==> src/rtl/ram_access_ctrl_pkg.sv <==
// Shared widths, depth and FSM state encoding for the RAM access controller.
package ram_ctrl_pkg;
    localparam int ADDR_W_DFLT = 5;
    localparam int DATA_W_DFLT = 4;
    localparam int DEPTH       = 2**ADDR_W_DFLT;

    typedef enum logic {
        IDLE  = 1'b0,
        CLEAR = 1'b1
    } state_t;
endpackage

==> src/rtl/ram_access_ctrl_if.sv <==
// Request/grant, clear-control and RAM-port bundle between the lab top level and the controller.
interface ram_access_ctrl_if #(
    parameter int ADDR_W = ram_ctrl_pkg::ADDR_W_DFLT,
    parameter int DATA_W = ram_ctrl_pkg::DATA_W_DFLT
);
    logic              tick;
    logic              scan_hold;
    logic              clear_start;
    logic [DATA_W-1:0] clear_data;
    logic [1:0]        wr_req;
    logic [ADDR_W-1:0] wr_addr0;
    logic [ADDR_W-1:0] wr_addr1;
    logic [DATA_W-1:0] wr_data0;
    logic [DATA_W-1:0] wr_data1;
    logic [1:0]        wr_gnt;
    logic              busy;
    logic              ram_wren;
    logic [ADDR_W-1:0] ram_wraddress;
    logic [DATA_W-1:0] ram_data;
    logic [ADDR_W-1:0] ram_rdaddress;

    modport master (
        output tick, scan_hold, clear_start, clear_data,
               wr_req, wr_addr0, wr_addr1, wr_data0, wr_data1,
        input  wr_gnt, busy, ram_wren, ram_wraddress, ram_data, ram_rdaddress
    );

    modport slave (
        input  tick, scan_hold, clear_start, clear_data,
               wr_req, wr_addr0, wr_addr1, wr_data0, wr_data1,
        output wr_gnt, busy, ram_wren, ram_wraddress, ram_data, ram_rdaddress
    );
endinterface

==> src/rtl/ram_access_ctrl_arb.sv <==
// Two-requester round-robin arbiter; combinational one-hot grant, last winner remembered.
// last_gnt resets to 1 so requester 0 wins the first tie.
module rr_arbiter2 (
    input  logic       clk,
    input  logic       reset_n,
    input  logic [1:0] req,
    input  logic       enable,
    output logic [1:0] gnt
);
    logic last_gnt;

    always_comb begin
        gnt = 2'b00;
        if (enable) begin
            case (req)
                2'b01:   gnt = 2'b01;
                2'b10:   gnt = 2'b10;
                2'b11:   gnt = last_gnt ? 2'b01 : 2'b10;
                default: gnt = 2'b00;
            endcase
        end
    end

    always_ff @(posedge clk or negedge reset_n) begin
        if (!reset_n)
            last_gnt <= 1'b1;
        else if (|gnt)
            last_gnt <= gnt[1];
    end
endmodule

==> src/rtl/ram_access_ctrl.sv <==
// Write-port arbiter + bulk-clear sequencer and free-running read scanner for the 32x4 RAM.
// All outputs registered: a grant or clear write appears the cycle after the request is sampled.
module ram_access_ctrl #(
    parameter int ADDR_W = ram_ctrl_pkg::ADDR_W_DFLT,
    parameter int DATA_W = ram_ctrl_pkg::DATA_W_DFLT
) (
    input  logic              clk,
    input  logic              reset_n,
    ram_access_ctrl_if.slave  bus
);
    import ram_ctrl_pkg::*;

    localparam logic [ADDR_W-1:0] ONE_A = {{(ADDR_W-1){1'b0}}, 1'b1};

    state_t            state;
    logic [ADDR_W-1:0] clr_cnt;
    logic [DATA_W-1:0] fill;
    logic [1:0]        arb_gnt;
    logic              arb_en;

    // A clear request in IDLE pre-empts any write requested in the same cycle.
    assign arb_en = (state == IDLE) && !bus.clear_start;

    rr_arbiter2 u_arb (
        .clk     (clk),
        .reset_n (reset_n),
        .req     (bus.wr_req),
        .enable  (arb_en),
        .gnt     (arb_gnt)
    );

    // clr_cnt always equals the address currently presented on ram_wraddress during CLEAR.
    always_ff @(posedge clk or negedge reset_n) begin
        if (!reset_n) begin
            state             <= IDLE;
            clr_cnt           <= '0;
            fill              <= '0;
            bus.busy          <= 1'b0;
            bus.wr_gnt        <= 2'b00;
            bus.ram_wren      <= 1'b0;
            bus.ram_wraddress <= '0;
            bus.ram_data      <= '0;
        end else begin
            case (state)
                IDLE: begin
                    if (bus.clear_start) begin
                        state             <= CLEAR;
                        clr_cnt           <= '0;
                        fill              <= bus.clear_data;
                        bus.busy          <= 1'b1;
                        bus.wr_gnt        <= 2'b00;
                        bus.ram_wren      <= 1'b1;
                        bus.ram_wraddress <= '0;
                        bus.ram_data      <= bus.clear_data;
                    end else begin
                        bus.wr_gnt   <= arb_gnt;
                        bus.ram_wren <= |arb_gnt;
                        if (arb_gnt[1]) begin
                            bus.ram_wraddress <= bus.wr_addr1;
                            bus.ram_data      <= bus.wr_data1;
                        end else if (arb_gnt[0]) begin
                            bus.ram_wraddress <= bus.wr_addr0;
                            bus.ram_data      <= bus.wr_data0;
                        end
                    end
                end
                CLEAR: begin
                    bus.wr_gnt <= 2'b00;
                    if (clr_cnt == {ADDR_W{1'b1}}) begin
                        state        <= IDLE;
                        clr_cnt      <= '0;
                        bus.busy     <= 1'b0;
                        bus.ram_wren <= 1'b0;
                    end else begin
                        clr_cnt           <= clr_cnt + ONE_A;
                        bus.ram_wren      <= 1'b1;
                        bus.ram_wraddress <= clr_cnt + ONE_A;
                        bus.ram_data      <= fill;
                    end
                end
                default: state <= IDLE;
            endcase
        end
    end

    // Display scan address; deliberately unaware of writes and clears.
    always_ff @(posedge clk or negedge reset_n) begin
        if (!reset_n)
            bus.ram_rdaddress <= '0;
        else if (bus.tick && !bus.scan_hold)
            bus.ram_rdaddress <= bus.ram_rdaddress + ONE_A;
    end
endmodule

==> src/flat_wrapper.sv <==
// flat-port wrapper written by rule: the top's interface ports become plain ports
module ram_access_ctrl_flat import ram_ctrl_pkg::*;
#(
    parameter int ADDR_W = ram_ctrl_pkg::ADDR_W_DFLT,
    parameter int DATA_W = ram_ctrl_pkg::DATA_W_DFLT
)
  (clk, reset_n, bus_tick, bus_scan_hold, bus_clear_start, bus_clear_data, bus_wr_req, bus_wr_addr0, bus_wr_addr1, bus_wr_data0, bus_wr_data1, bus_wr_gnt, bus_busy, bus_ram_wren, bus_ram_wraddress, bus_ram_data, bus_ram_rdaddress);
  ram_access_ctrl_if #(.ADDR_W(ADDR_W), .DATA_W(DATA_W)) bus_i ();
  input  logic clk;
  input  logic reset_n;
  input wire logic [$bits(bus_i.tick)-1:0] bus_tick;
  input wire logic [$bits(bus_i.scan_hold)-1:0] bus_scan_hold;
  input wire logic [$bits(bus_i.clear_start)-1:0] bus_clear_start;
  input wire logic [$bits(bus_i.clear_data)-1:0] bus_clear_data;
  input wire logic [$bits(bus_i.wr_req)-1:0] bus_wr_req;
  input wire logic [$bits(bus_i.wr_addr0)-1:0] bus_wr_addr0;
  input wire logic [$bits(bus_i.wr_addr1)-1:0] bus_wr_addr1;
  input wire logic [$bits(bus_i.wr_data0)-1:0] bus_wr_data0;
  input wire logic [$bits(bus_i.wr_data1)-1:0] bus_wr_data1;
  output wire logic [$bits(bus_i.wr_gnt)-1:0] bus_wr_gnt;
  output wire logic [$bits(bus_i.busy)-1:0] bus_busy;
  output wire logic [$bits(bus_i.ram_wren)-1:0] bus_ram_wren;
  output wire logic [$bits(bus_i.ram_wraddress)-1:0] bus_ram_wraddress;
  output wire logic [$bits(bus_i.ram_data)-1:0] bus_ram_data;
  output wire logic [$bits(bus_i.ram_rdaddress)-1:0] bus_ram_rdaddress;
  assign bus_i.tick = bus_tick;
  assign bus_i.scan_hold = bus_scan_hold;
  assign bus_i.clear_start = bus_clear_start;
  assign bus_i.clear_data = bus_clear_data;
  assign bus_i.wr_req = bus_wr_req;
  assign bus_i.wr_addr0 = bus_wr_addr0;
  assign bus_i.wr_addr1 = bus_wr_addr1;
  assign bus_i.wr_data0 = bus_wr_data0;
  assign bus_i.wr_data1 = bus_wr_data1;
  assign bus_wr_gnt = bus_i.wr_gnt;
  assign bus_busy = bus_i.busy;
  assign bus_ram_wren = bus_i.ram_wren;
  assign bus_ram_wraddress = bus_i.ram_wraddress;
  assign bus_ram_data = bus_i.ram_data;
  assign bus_ram_rdaddress = bus_i.ram_rdaddress;
  ram_access_ctrl #(.ADDR_W(ADDR_W), .DATA_W(DATA_W)) u_core (.clk(clk), .reset_n(reset_n), .bus(bus_i));
endmodule
==> config.mk <==
export PLATFORM = sky130hd
export DESIGN_NAME = ram_access_ctrl_flat
export DESIGN_NICKNAME = d
export VERILOG_FILES = /design/src/rtl/ram_access_ctrl_pkg.sv /design/src/rtl/ram_access_ctrl_if.sv /design/src/rtl/ram_access_ctrl_arb.sv /design/src/rtl/ram_access_ctrl.sv /design/src/flat_wrapper.sv
export SDC_FILE = /design/constraint.sdc
export NUM_CORES = 1
export LEC_CHECK = 0
export BUFFER_PORTS_ARGS = -buffer_cell sky130_fd_sc_hd__buf_4
export CAP_MARGIN = 15
export CORE_ASPECT_RATIO = 0.5
export CORE_MARGIN = 3
export CORE_UTILIZATION = 50
export CTS_CLUSTER_SIZE = 8
export DETAILED_ROUTE_END_ITERATION = 7
export PLACE_DENSITY = 0.89
export SYNTH_ARGS = -nofsm -noshare
export SYNTH_HDL_FRONTEND = slang
export SYNTH_SLANG_ARGS = --single-unit
==> constraint.sdc <==
create_clock -name clk -period 3.7 [get_ports clk]
set_clock_uncertainty 0.1 [all_clocks]
set_input_delay 0.37 -clock clk [delete_from_list [all_inputs] [get_ports clk]]
set_output_delay 0.37 -clock clk [all_outputs]
set_load 0.02 [all_outputs]
# Word level (Yosys, flattened, before mapping)

Index checks and enable logic that the tools add are counted.

Register bits after elaboration: 29
Input bits: 29
Output and inout bits: 18
Word-level logic and storage cells: 55

Add/subtract/negate cells: 2
Equality and inequality tests: 8
Mux-type cells: 26
Bitwise operators: 1
Reduce and logical (&&, ||, !) cells: 8

Operators with widths:

| cell                  | count |
|---|---|
| $mux W5               | 6 |
| $pmux W5 S2           | 2 |
| $mux W4               | 4 |
| $add A5 B1 Y5 const B | 2 |
| $pmux W4 S2           | 1 |
| $mux W2               | 3 |
| $ne A2 B2 Y1 const B  | 3 |
| $pmux W1 S2           | 3 |
| $pmux W2 S3           | 1 |
| $reduce_and A2 Y1     | 3 |
| $eq A5 B5 Y1 const B  | 1 |
| $mux W1               | 5 |
| $eq A2 B2 Y1 const B  | 2 |
| $ne A4 B2 Y1 const B  | 1 |
| $pmux W2 S2           | 1 |
| $eq A2 B1 Y1 const B  | 1 |
| $logic_and A1 B1 Y1   | 2 |
| $logic_not A1 Y1      | 2 |
| $reduce_or A2 Y1      | 1 |
| $not A1 Y1            | 1 |

# Longest topological paths before layout

Word-level depth: 7
Mapped depth: 7
Mapped depth without buffers: 7

# Hierarchy

From an unflattened synthesis, not the netlist that was laid out.

Cell total of the unflattened synthesis: 123
Area, all modules: 1473.9 sq um

By module, submodules not included:

| module          | times used | cells each | area each (sq um) | seq. area each (sq um) |
|---|---|---|---|---|
| ram_access_ctrl | 1          | 115        | 1411.4            | 700.7 |
| rr_arbiter2     | 1          | 8          | 62.6              | 26.3 |

# Worst setup path before layout

Ideal clock, no wire load.

Kind: reg2reg
From: register u_core.clr_cnt[0]
To: register u_core.bus.ram_wraddress[0]
Library setup time: 0.126 ns
Data arrival time: 1.559 ns
Required time: 3.474 ns
Slack: 1.915 ns
Cell stages (with the launch flop): 7
Buffers on the path: 0
Clock period less this slack: 1.785 ns
Path through: dfrtp_1 > ha_1 > and3_1 > ha_1 > nand2_2 > nand2_8 > a221o_1

Word-level cells in the longest chain between the ends: 3
Elaborated cells between the ends (all ways): 6
Classes of those cells: add/sub (1); eq/ne (2); mux (2); reduce/logical (1)

RTL lines:

| element                                          | line                                         | text |
|---|---|---|
| start: declaration                               | ram_access_ctrl.sv:16                        | `logic [ADDR_W-1:0] clr_cnt;` |
| start signal: assignment                         | ram_access_ctrl.sv:75                        | `clr_cnt <= clr_cnt + ONE_A;` |
| $add A5 B1 Y5 or $eq A5 B5 Y1 (tied branches)    | ram_access_ctrl.sv:77, ram_access_ctrl.sv:69 |  |
| $mux W5 or $ne A2 B2 Y1 (tied branches)          | --                                           |  |
| $pmux W5 S2 or $reduce_and A2 Y1 (tied branches) | --                                           |  |
| end signal: assignment                           | ram_access_ctrl.sv:59                        | `bus.ram_wraddress <= bus.wr_addr1;` |
| end signal: assignment                           | ram_access_ctrl.sv:62                        | `bus.ram_wraddress <= bus.wr_addr0;` |
| end signal: assignment                           | ram_access_ctrl.sv:77                        | `bus.ram_wraddress <= clr_cnt + ONE_A;` |
| end: declaration                                 | ram_access_ctrl_if.sv:31                     | `output wr_gnt, busy, ram_wren, ram_wraddress, ram_data, ram_rdaddress` |

Several ways; a longest one is shown, not always the timed one. The select of a mux whose other input is x is not followed.
A chain may end at the register's enable or synchronous reset.

# Worst setup path in the final report

From: register u_core.clr_cnt[0]
To: register u_core.bus.ram_wraddress[1]

The elaborated chain is that of the path after synthesis.

==> results.yml <==
status:
  status: "completed"
timing:
  fin_ws_ns: 1.70
  period_minus_slack_ns: 2.00
  unrepaired_setup_endpoints_after_global_routing: "no"
  timing.setup.tns_ns: 0
  final_hold_violation_count: 0
  timing_max_transition_violations_final: 0
  timing.final.setup_violations: 0
  final_min_period_over_clock_period_pct: 54.2
  normalized_max_slew_margin_pct: 41.8
  worst_pin_slew_ns: 0.873
  max_freq_mhz: 499
power:
  report.power.total_mw: 1.41
  cellLeakagePower_nw: 0.920
  p_per_area_nw_per_um2: 729
  power.ir.vdd_worst_v: 0.000366
routing:
  vias_per_cell: 5.38
  wl_per_cell_um: 15.3
  initialDrtViolationCount: 106
  ant_nets: 0
  remaining_drc_errors: 0
  postRouteWirelength_mm: 3.45
  via_count: 1216
  detailedRoute.firstPassIterationCount: 5
global_routing:
  grt_util_all_layers_pct: 19.1
  grt_pass1_vias: 1169
  grt_start_max_net_pins: 31
  globalRouteOverflowTotal: 0
  grt_pass1_wl_mm: 5.41
  grt_antenna_before_repair: 0
critical_path:
  critical_path_class: "reg -> reg"
  worstPathRequired_ns: 3.77
  cp-end-kind: "flip-flop"
  critical_path_depth_in_cells: 6
  critPathMaxFanout: 8
  timing.critical_path.buf_inv: 0
  crit_path_start_kind: "flip-flop"
  slowest_delay_ns: 0.40
  crit_path_cell_trace: "ha_1 > and3_1 > ha_1 > nand2_2 > and3_1 > a221o_1"
  worst_ep_arrival_time_ns: 2.07
  worst_r2r_path_depth: 6
  critical-path-slowest-cell: "sky130_fd_sc_hd__dfrtp_1"
  worst_path_dominant_cell_family: "simple AND/OR/NAND/NOR gates"
die:
  coreArea_um2: 2720
  effective_utilization_at_floorplan_pct: 55.0
  horizontal_die_dimension_um: 83.3
  area_of_the_die_um2: 3720
  floorplan_die_height_um: 44.7
  std_cell_rows: 13
  floorplan.io_pins: 47
layout:
  layout_commonest_cell: "sky130_fd_sc_hd__buf_4"
  finish.net_count: 220
  syn2layout_area_growth_pct: 29.3
  layout_common_cells: "sky130_fd_sc_hd__buf_4, sky130_fd_sc_hd__dfrtp_1, sky130_fd_sc_hd__nand2_1"
  finish.instance_area_um2: 1930
  layout.filler_cells: 191
  layout-drive-gt1-share_pct: 33.3
  insertedDiodeCount: 0
cts:
  clockBufferDepth: 2
  cts.repair_timing.setup_buffer_count: 0
  clock_latency_ns: 0.28
  cts_resized: 0
  ctsHtreeMaxLevel: 2
  tritoncts: "built"
  clock_tree.root_cell: "sky130_fd_sc_hd__clkbuf_8"
  tritoncts_num_sinks: 29
  clk_transition_reported_paths_ns: 0.06
  tritoncts.num_buffers: 5
synthesis:
  prevailing_post_synth_register_cell: "sky130_fd_sc_hd__dfrtp_1"
  synth-seq-area-share_pct: 48.7
  synth-xor-area-share_pct: 2.93
  netlist.top_cell.by_area: "sky130_fd_sc_hd__dfrtp_1"
  synth-adder-area-share_pct: 2.51
  synthDistinctLibCells: 44
  synth_seq_cells: 29
  synthTopCellsByArea: "sky130_fd_sc_hd__dfrtp_1, sky130_fd_sc_hd__nor3b_1, sky130_fd_sc_hd__nand2_1"
  syn-mean-instance-area_um2: 10.5
  synth.top_cell.area_share_pct: 46.9
  synth-compound-area-share_pct: 13.4
  post_synth_inst_count: 142
  synth_simple_gate_area_share_pct: 20.5
  synth_top_family_by_area: "simple AND/OR/NAND/NOR gates"
  post_synth_instance_area_um2: 1490
  syn-num-nets: 174
  asyncSetResetFlopFracSynth_pct: 100
  synthMuxAreaShare_pct: 7.20
  synth_edf_count: 0
  ys.warnings.count: 0
placed_design:
  port_buffers: 46
  dp_slack_ns: 1.72
  gp_congestion: 0.789
  dpl_cell_area_um2: 1840
  place.detailed.hpwl_mm: 2.51
hold_path:
  holdPathStages: 2
  worstHoldPathType: "in -> reg"
flow_run:
  drv.max_cap_violation_count: 0
[per-stage QoR]
step	std cells	util, %	hold slack (ns)
2_1_floorplan	142	-	-0.0256
3_3_place_gp	217	67.7	0.206
3_5_place_dp	217	67.7	0.208
4_1_cts	226	71.1	0.158
5_1_grt	226	71.1	0.177
6_report	226	71.1	0.165
[state kept, by name, summed over array words and instances (netlist names), 2 cells and up]
register                  count
u_core.bus.ram_rdaddress      5
u_core.bus.ram_wraddress      5
u_core.fill                   4
u_core.clr_cnt                5
u_core.bus.ram_data           4
u_core.bus.wr_gnt             2
[worst paths after layout]
kind	from	end	slack (ns)
hold reg to reg	u_core.bus.ram_rdaddress[4]$_DFFE_PN0P_	u_core.bus.ram_rdaddress[4]$_DFFE_PN0P_	0.38
max in group asynchronous	reset_n	u_core.u_arb.last_gnt$_DFFE_PN1P_	2.75
min in group asynchronous	reset_n	u_core.clr_cnt[2]$_DFFE_PN0P_	0.45
hold / removal	bus_wr_req[0]	u_core.u_arb.last_gnt$_DFFE_PN1P_	0.16
setup reg to reg	u_core.clr_cnt[0]$_DFFE_PN0P_	u_core.bus.ram_wraddress[1]$_DFFE_PN0P_	1.70
setup / recovery	u_core.clr_cnt[0]$_DFFE_PN0P_	u_core.bus.ram_wraddress[1]$_DFFE_PN0P_	1.70
[synth_stat cells, types with 2 or more instances]
cell                       instances
sky130_fd_sc_hd__nor3b_1          11
sky130_fd_sc_hd__nand2b_1          2
sky130_fd_sc_hd__a21o_1            2
sky130_fd_sc_hd__buf_2             4
sky130_fd_sc_hd__and3_1            2
sky130_fd_sc_hd__mux2_2            2
sky130_fd_sc_hd__nand4_1           2
sky130_fd_sc_hd__inv_1             3
sky130_fd_sc_hd__xor2_1            2
sky130_fd_sc_hd__nor2_1            4
sky130_fd_sc_hd__a21oi_1           7
sky130_fd_sc_hd__mux2i_1           7
sky130_fd_sc_hd__buf_6             2
sky130_fd_sc_hd__a22oi_1           4
sky130_fd_sc_hd__dfrtp_1          28
sky130_fd_sc_hd__xnor2_1           3
sky130_fd_sc_hd__a221o_1           2
sky130_fd_sc_hd__a31oi_1           6
sky130_fd_sc_hd__nor2b_1           2
sky130_fd_sc_hd__ha_1              3
sky130_fd_sc_hd__nand3_1           2
sky130_fd_sc_hd__clkbuf_1          2
sky130_fd_sc_hd__nand2_1          19
[power breakdown]
group	switching (mW)	internal [mW]
clock network	0.120	0.130
registers	0.122	0.460
logic	0.293	0.284
[kinds of logic after synthesis]
family | count (synthesis)
and+or+nand+nor | 53
AOI/OAI and AO/OA | 29
DFF | 29
buffers and inverters | 13
muxes | 10
xor gates and xnor gates | 5
adders and majority gates | 3
[final cells by class]
cell class / instances / area [um^2] / share of cell area (%)
sequential: 29 / 727 / 37.6
tap: 37 / 46.3 / 2.40
clock inverter: 2 / 10.0 / 0.518
timing repair buffer: 48 / 363 / 18.8
multi-input combinational: 100 / 696 / 36.0
clock buffer: 6 / 72.6 / 3.76
inverter: 4 / 17.5 / 0.907
[what timing repair did]
| action | CTS | global route |
|---|---|---|
| hold endpoints to repair | 28 | 0 |
| endpoints found under the setup margin | 0 | 0 |
| hold buffers | 1 | 0 |
[per-layer routing]
layer / GRT usage (%) / vias to the layer above / routed length, um
met5: 0 / - / 0
met4: 8.79 / 0 / 65
met3: 6.51 / 11 / 197
met2: 29.9 / 44 / 1620
met1: 24.5 / 562 / 1570
li1: - / 599 / -
Power figures use the tool's default switching activity.
